--- config.mk ---
export PLATFORM = sky130hd
export DESIGN_NAME = bin_div_seq
export DESIGN_NICKNAME = d
export VERILOG_FILES = /design/src/rtl/bin_div_seq_pkg.sv /design/src/rtl/bin_div_seq_div_step.sv /design/src/rtl/bin_div_seq.sv
export SDC_FILE = /design/constraint.sdc
export NUM_CORES = 1
export LEC_CHECK = 0
export ABC_AREA = 0
export CAP_MARGIN = 20
export CORE_ASPECT_RATIO = 0.8
export CORE_MARGIN = 4
export CORE_UTILIZATION = 35
export DETAILED_ROUTE_END_ITERATION = 6
export PLACE_DENSITY_LB_ADDON = 0.05
export SYNTH_ARGS = -nofsm -noshare
export SYNTH_HDL_FRONTEND = slang
export SYNTH_HIERARCHICAL = 1
export SYNTH_SLANG_ARGS = --single-unit
--- constraint.sdc ---
create_clock -name clk -period 9.8 [get_ports clk]
set_input_delay 1.96 -clock clk [delete_from_list [all_inputs] [get_ports clk]]
set_output_delay 1.96 -clock clk [all_outputs]
set_load 0.05 [all_outputs]
--- src/rtl/bin_div_seq_pkg.sv ---
// Shared definitions for the sequential restoring divider: FSM encoding and default width.
package bin_div_seq_pkg;

    typedef enum logic [1:0] {
        StIdle = 2'd0,
        StRun  = 2'd1,
        StDone = 2'd2
    } state_e;

    localparam int unsigned DefaultW = 8;

endpackage

--- src/rtl/bin_div_seq_div_step.sv ---
// One restoring-division iteration: trial subtract of the divisor from the shifted remainder,
// restoring the shifted value when the subtraction borrows.
module bin_div_seq_div_step #(
    parameter int unsigned W = 8
) (
    input  logic [W:0]   r_shift,
    input  logic [W-1:0] divisor,
    output logic [W:0]   r_next,
    output logic         q_bit
);

    logic [W:0] nb;
    logic [W:0] g;
    logic [W:0] p;
    logic [W:0] c;
    logic [W:0] diff;

    // Subtraction as r_shift + ~divisor + 1, carries formed from generate/propagate terms.
    always_comb begin
        nb   = ~{1'b0, divisor};
        g    = r_shift & nb;
        p    = r_shift ^ nb;
        c    = '0;
        c[0] = 1'b1;
        for (int unsigned i = 0; i < W; i++) begin
            c[i+1] = g[i] | (p[i] & c[i]);
        end
        diff   = p ^ c;
        q_bit  = ~diff[W];
        r_next = q_bit ? diff : r_shift;
    end

endmodule

--- src/rtl/bin_div_seq.sv ---
// Sequential unsigned restoring divider, one quotient bit per clock, with start/done handshake.
module bin_div_seq
    import bin_div_seq_pkg::*;
#(
    parameter int unsigned W = DefaultW
) (
    input  logic         clk,
    input  logic         rst,
    input  logic         start,
    input  logic [W-1:0] dividend,
    input  logic [W-1:0] divisor,
    output logic         busy,
    output logic         done,
    output logic [W-1:0] quotient,
    output logic [W-1:0] remainder,
    output logic         dz
);

    localparam int unsigned CW = $clog2(W + 1);

    state_e        state_q, state_d;
    logic [CW-1:0] cnt_q, cnt_d;
    logic [W-1:0]  r_q, r_d;
    logic [W-1:0]  q_q, q_d;
    logic [W-1:0]  dvs_q, dvs_d;
    logic [W-1:0]  quo_q, quo_d;
    logic [W-1:0]  rem_q, rem_d;
    logic          dz_q, dz_d;

    logic [W:0]    r_shift;
    logic [W:0]    r_next;
    logic          q_bit;
    logic          unused_r_msb;

    // The partial remainder stays below the divisor, so its stored form needs only W bits.
    assign r_shift      = {r_q, q_q[W-1]};
    assign unused_r_msb = r_next[W];

    bin_div_seq_div_step #(
        .W (W)
    ) u_step (
        .r_shift (r_shift),
        .divisor (dvs_q),
        .r_next  (r_next),
        .q_bit   (q_bit)
    );

    always_ff @(posedge clk) begin
        if (rst) begin
            state_q <= StIdle;
        end else begin
            state_q <= state_d;
        end
    end

    always_comb begin
        state_d = state_q;
        unique case (state_q)
            StIdle:  if (start) state_d = (divisor == '0) ? StDone : StRun;
            StRun:   if (cnt_q == CW'(1)) state_d = StDone;
            StDone:  state_d = StIdle;
            default: state_d = StIdle;
        endcase
    end

    always_comb begin
        busy      = (state_q == StRun);
        done      = (state_q == StDone);
        quotient  = quo_q;
        remainder = rem_q;
        dz        = dz_q;
    end

    always_comb begin
        cnt_d = cnt_q;
        r_d   = r_q;
        q_d   = q_q;
        dvs_d = dvs_q;
        quo_d = quo_q;
        rem_d = rem_q;
        dz_d  = dz_q;
        if (state_q == StIdle && start) begin
            dvs_d = divisor;
            dz_d  = 1'b0;
            if (divisor == '0) begin
                quo_d = '1;
                rem_d = dividend;
                dz_d  = 1'b1;
            end else begin
                r_d   = '0;
                q_d   = dividend;
                cnt_d = CW'(W);
            end
        end else if (state_q == StRun) begin
            r_d   = r_next[W-1:0];
            q_d   = {q_q[W-2:0], q_bit};
            cnt_d = cnt_q - CW'(1);
            if (cnt_q == CW'(1)) begin
                quo_d = {q_q[W-2:0], q_bit};
                rem_d = r_next[W-1:0];
            end
        end
    end

    always_ff @(posedge clk) begin
        if (rst) begin
            cnt_q <= '0;
            r_q   <= '0;
            q_q   <= '0;
            dvs_q <= '0;
            quo_q <= '0;
            rem_q <= '0;
            dz_q  <= 1'b0;
        end else begin
            cnt_q <= cnt_d;
            r_q   <= r_d;
            q_q   <= q_d;
            dvs_q <= dvs_d;
            quo_q <= quo_d;
            rem_q <= rem_d;
            dz_q  <= dz_d;
        end
    end

endmodule
; After elaboration in Yosys (flattened, before gate mapping)
; Cells that the tools add are included.
[word_totals]
regBits = 47
in_bits = 19
output_inout_bits = 19
wordCells = 67
[classes]
n_addsub = 1
eq_ne = 7
n_mux = 23
n_bitwise = 20
reduce_logical = 8
[ops]
columns = operator, count
row1 = 8-bit two-way mux, 15
row2 = 9-bit XOR, 2
row3 = 4-bit two-way mux, 3
row4 = 8-bit inverter with 9-bit output, 1
row5 = 8-bit bitwise AND, 1
row6 = 8-bit logical NOT, 1
row7 = 1-bit OR, 8
row8 = 1-bit bitwise AND, 7
row9 = 2-bit two-way mux, 3
row10 = 4-bit by 1-bit equality test with 1-bit output (second input constant), 1
row11 = 2-bit by 1-bit inequality test with 1-bit output (second input constant), 2
row12 = 2-bit inequality test (second input constant), 2
row13 = 2-bit case mux with 2 select lines, 1
row14 = 2-bit AND reduction, 2
row15 = 2-bit nonzero test, 2
row16 = 4-bit by 1-bit subtractor with 4-bit output (second input constant), 1
row17 = 3-bit AND reduction, 1
row18 = 2-bit by 1-bit equality test with 1-bit output (second input constant), 1
row19 = 2-bit equality test (second input constant), 1
row20 = 2-bit logical NOT, 1
row21 = 1-bit logical AND, 1
row22 = 1-bit two-way mux, 1
row23 = 1-bit inverter, 1

; Depth between registers and ports, before layout
[depth]
ltp_word = 22
depth_mapped = 17
ltp_nobuf = 16

; By module
; Netlist, hierarchy kept.
[by_module_without_submodules]
columns = module, instances, cells_per_inst, area_each_um2, seq_area_each_um2
row1 = bin_div_seq, 1, 197, 1881.8, 940.9
row2 = bin_div_seq_div_step, 1, 30, 289.0, 0.0

; Worst setup path after synthesis
; No wires, ideal clock.
[synth_path]
kind = flip-flop to flip-flop
startpoint = register q_q[7]
endpoint = register rem_q[6], in the netlist remainder[6]
setup_time_ps = 134
arrival_ps = 4164
required_ps = 9666
slack_ps = 5502
stages_incl_launch_ff = 18
n_path_buf = 1
synth_period_minus_slack_ps = 4298
path_cell_list = dfxtp_1 > inv_1 > ha_1 > fa_1 > fa_1 > fa_1 > fa_1 > fa_1 > fa_1 > fa_1 > inv_1 > ha_1 > buf_6 > nor2_2 > a21oi_1 > and2_1 > a221oi_1 > a211oi_1
[synth_via]
elab_chain_len = 21
word_cells_on_any_way = 22
cone_classes = mux (4) / bitwise (18)
[synth_lines]
columns = element, line
row1 = from (decl), bin_div_seq.sv:24  ; logic [W-1:0] q_q, q_d;
row2 = from (signal assigned), bin_div_seq.sv:117  ; q_q <= q_d;
row3 = 8-bit bitwise AND or 9-bit XOR (tied branches), "bin_div_seq_div_step.sv:21, bin_div_seq_div_step.sv:22"
row4 = 1-bit OR *, bin_div_seq_div_step.sv:26  ; c[i+1] = g[i] | (p[i] & c[i]);
row5 = 1-bit bitwise AND *, bin_div_seq_div_step.sv:26
row6 = 1-bit OR *, bin_div_seq_div_step.sv:26
row7 = 1-bit bitwise AND *, bin_div_seq_div_step.sv:26
row8 = 1-bit OR *, bin_div_seq_div_step.sv:26
row9 = 1-bit bitwise AND *, bin_div_seq_div_step.sv:26
row10 = 1-bit OR *, bin_div_seq_div_step.sv:26
row11 = [... 6 more ...], n/a
row12 = 1-bit bitwise AND, bin_div_seq_div_step.sv:26
row13 = 1-bit OR, bin_div_seq_div_step.sv:26
row14 = 9-bit XOR *, bin_div_seq_div_step.sv:28  ; diff = p ^ c;
row15 = 8-bit two-way mux *, bin_div_seq_div_step.sv:30  ; r_next = q_bit ? diff : r_shift;
row16 = named net r_next[6], bin_div_seq.sv:31  ; logic [W:0] r_next;
row17 = 8-bit two-way mux *, bin_div_seq.sv:98  ; if (cnt_q == CW'(1)) begin
row18 = 8-bit two-way mux *, bin_div_seq.sv:94  ; end else if (state_q == StRun) begin
row19 = 8-bit two-way mux *, bin_div_seq.sv:82  ; if (state_q == StIdle && start) begin
row20 = to (signal assigned), bin_div_seq.sv:120  ; rem_q <= rem_d;
row21 = to (decl), bin_div_seq.sv:27  ; logic [W-1:0] rem_q, rem_d;
; The timed path passes the listed nets; every way through them passes the cells marked *. The select of a mux whose other input is x is not followed.
; A chain may end at the register's enable or synchronous reset.

; Worst setup path after layout
[layout_path]
startpoint = register q_q[7]
endpoint = register rem_q[4], in the netlist remainder[4]
[layout_via]
elab_chain_len = 21
word_cells_on_any_way = 22
cone_classes = mux (4) / bitwise (18)
[layout_lines]
columns = element, line
row1 = 8-bit bitwise AND or 9-bit XOR (tied branches), "bin_div_seq_div_step.sv:21, bin_div_seq_div_step.sv:22"
row2 = 1-bit OR *, bin_div_seq_div_step.sv:26
row3 = 1-bit bitwise AND *, bin_div_seq_div_step.sv:26
row4 = 1-bit OR *, bin_div_seq_div_step.sv:26
row5 = 1-bit bitwise AND *, bin_div_seq_div_step.sv:26
row6 = 1-bit OR *, bin_div_seq_div_step.sv:26
row7 = 1-bit bitwise AND *, bin_div_seq_div_step.sv:26
row8 = 1-bit OR *, bin_div_seq_div_step.sv:26
row9 = [... 6 more ...], n/a
row10 = 1-bit bitwise AND, bin_div_seq_div_step.sv:26
row11 = 1-bit OR, bin_div_seq_div_step.sv:26
row12 = 9-bit XOR *, bin_div_seq_div_step.sv:28
row13 = 8-bit two-way mux *, bin_div_seq_div_step.sv:30
row14 = named net r_next[4], bin_div_seq.sv:31
row15 = 8-bit two-way mux *, bin_div_seq.sv:98
row16 = 8-bit two-way mux *, bin_div_seq.sv:94
row17 = 8-bit two-way mux *, bin_div_seq.sv:82
; Marks and branches as above.

==> impl_results.md <==
* Post-route cell area at 2730 µm²
* Area Overhead vs Synth at 25.5%
* DP Worst Slack at 5110 ps
* DP HPWL at 3860 µm
* Fin Setup TNS at 0 ps
* Core ar. at 5970 µm²
* Yosys top cell area share at 0.433
* # rows at 25
* # H-tree levels at 2
* Post-synth EDFFs at 0
* Crit Path Max Fanout at 13
* CP Data Required Time at 10,020 ps
* Layout cell share with drive strength beyond 1 at 0.119
* Peak supply drop at 0.0000739 V
* Tot Pwr at 0.510 mW
* Final wirelength at 5400 µm
* Async S/R FF share, synth at 0
* Sequential area share after synthesis at 0.433
* Fillers at 588
* Fin. Hold Viols at 0
* Die Area at 7530 µm²
* Setup Crit Path Kind: reg2reg
* Area after DPL at 2590 µm²
* DRC Markers at 0
* Top-Level Pins at 38
* LEAKAGE at 1.03 nW
* Clock root buffer: clkbuf_8
* CP Depth at 15
* Initial Util at 0.363
* DIE HEIGHT at 78.4 µm
* Crit start category: flop
* Hold Crit Class: reg2reg
* Hold Buf Count CTS at 0
* Mapped Nets at 257
* First-pass DRT Iterations at 4
* Max Cap Viol at 0
* Register-to-Register Path Depth at 15
* FF+latch count, synth at 47
* CP delay by family, top: adder cells
* Status: finished, final reports clean
* Number of global-route vias before repair at 1,746
* Wirelength per Cell at 15.8 µm
* Most frequent CP cell: fa_1
* Tcrit/Tclk final at 0.478
* TritonCTS buffer count at 5
* Final ANT Viol Nets at 0
* CP max-delay cell: ha_1
* Post-layout min period at 4680 ps
* Clk sinks at 47
* Drt first-iter violations at 106
* Post-synth cell types at 35
* Worst-path clk slew at 90 ps
* Synth top cells by count: 47 x dfxtp_1, 21 x nor2_1, 20 x inv_1
* Layout Nets at 290
* Final worst setup slack at 5120 ps
* Post-CTS Setup Repair Bufs at 0
* Critical path cell sequence: inv_1, ha_1, fa_1, fa_1, fa_1, fa_1, fa_1, fa_1, fa_1, inv_1, ha_1, mux2i_1, and2_1, a221oi_1, a211oi_1
* Fmax at 213 MHz
* Top-count cell post-synth: dfxtp_1
* CP endpoint kind: flop
* First-pass GRT wire length at 8890 µm
* Most used DFF post-synth: dfxtp_1
* Synth area leaders: dfxtp_1 43%, o221a_2 8.3%, fa_1 6.5%
* Mapped Cells at 227
* Avg Synthesized Cell Area at 9.56 µm²
* Port Buffers at 37
* CP arrival at 4910 ps
* Die width at 96.1 µm
* CTS max path bufs at 2
* Critical path buffer and inverter count at 2
* Slew Viols, Final at 0
* Cells resized by post-CTS repair at 0
* Worst-Skew Late Latency at 300 ps
* Finish-stage setup viols at 0
* Unrepaired setup endpoints after global routing: no
* Ys Warns at 6
* Max_slew headroom at 0.555
* Remaining Overflow, GRT at 0
* Vias/cell at 5.23
* Initial antenna violation count at 0
* Via Count at 1,788
* Worst-Margin Slew at 668 ps
* Hold depth at 2
* # diodes at 0
* CTS tree: built
* CP max stage delay at 470 ps
* Total GRT Usage at 0.153
* Pin count of the biggest net entering global routing at 32
* Fin Clk Skew at 6.78 ps
* Placer Congestion at 0.753
* Pwr per Cell Area at 187 nW/µm²
* Largest area contributor in the netlist: dfxtp_1
* Syn Std Cell Area at 2170 µm²
## state kept, by name, indices dropped and copies added, names as in the netlist
name       count
remainder      8
dz             1
quotient       8
q_q            8
r_q            8
state_q        2
cnt_q          4
dvs_q          8
## where the power goes
| group | internal, mW | total [mW] | switching (mW) |
|---|---|---|---|
| combinational | 0.0539 | 0.124 | 0.0706 |
| clock | 0.102 | 0.169 | 0.0665 |
| sequential | 0.205 | 0.217 | 0.0114 |
## worst paths after layout
kind | start | to | slack, ps
worst max-delay path | q_q[7] | remainder[4] | 5120
worst min-delay path | remainder[6] | remainder[6] | 460
worst max register to register | q_q[7] | remainder[4] | 5120
worst min register to register | remainder[6] | remainder[6] | 460
## layout make-up
class,count,area (µm²),area share
Clock inverter,2,60.1,0.0220
Clock buffer,6,72.6,0.0266
Sequential cell,47,941,0.345
Tap cell,81,101,0.0372
Inverter,21,78.8,0.0289
Multi-Input combinational cell,145,1080,0.396
Timing Repair Buffer,40,393,0.144
## cell families (layout without fill, tap and decap cells)
family	count (synthesis)	after routing	share of synthesized area
flops	47	47	0.433
simple gates	66	66	0.149
fa+ha+maj	11	11	0.0876
buf+inv	35	69	0.0697
mux	6	6	0.0282
compound gates	62	62	0.232
## metal layers
layer,global-route usage,vias up,wire length (µm)
met4,0.0341,0,44
met1,0.207,877,2550
li1,-,868,-
met5,0,-,0
met3,0.0364,4,311
met2,0.244,39,2490
## through the flow
| stage | hold slack (ps) | cells | util |
|---|---|---|---|
| 5_1_grt | 486 | 342 | 0.456 |
| 3_5_place_dp | 454 | 334 | 0.434 |
| 3_3_place_gp | 450 | 334 | 0.434 |
| 2_1_floorplan | 441 | 227 | - |
| 4_1_cts | 467 | 342 | 0.456 |
| 6_report | 463 | 342 | 0.456 |
## cell usage in the layout (no fill, tap or decap), drive strengths merged, types with 4 or more instances in the layout
cell type,count
a211oi,9
a21oi,17
a221oi,8
a22o,8
and2,9
clkbuf,6
clkdlybuf4s50,37
dfxtp,47
fa,7
ha,4
inv,20
mux2i,5
nand2,20
nor2,22
o221a,16
## worst register-to-register path, cell delays in order (launching register included)
cell and delay, ps:
dfxtp_1 350, inv_1 50, ha_1 180, fa_1 380, fa_1 390, fa_1 380
fa_1 390, fa_1 380, fa_1 380, fa_1 360, inv_1 60, ha_1 470
mux2i_1 370, and2_1 170, a221oi_1 50, a211oi_1 240
(Power assumes the default switching activity.)
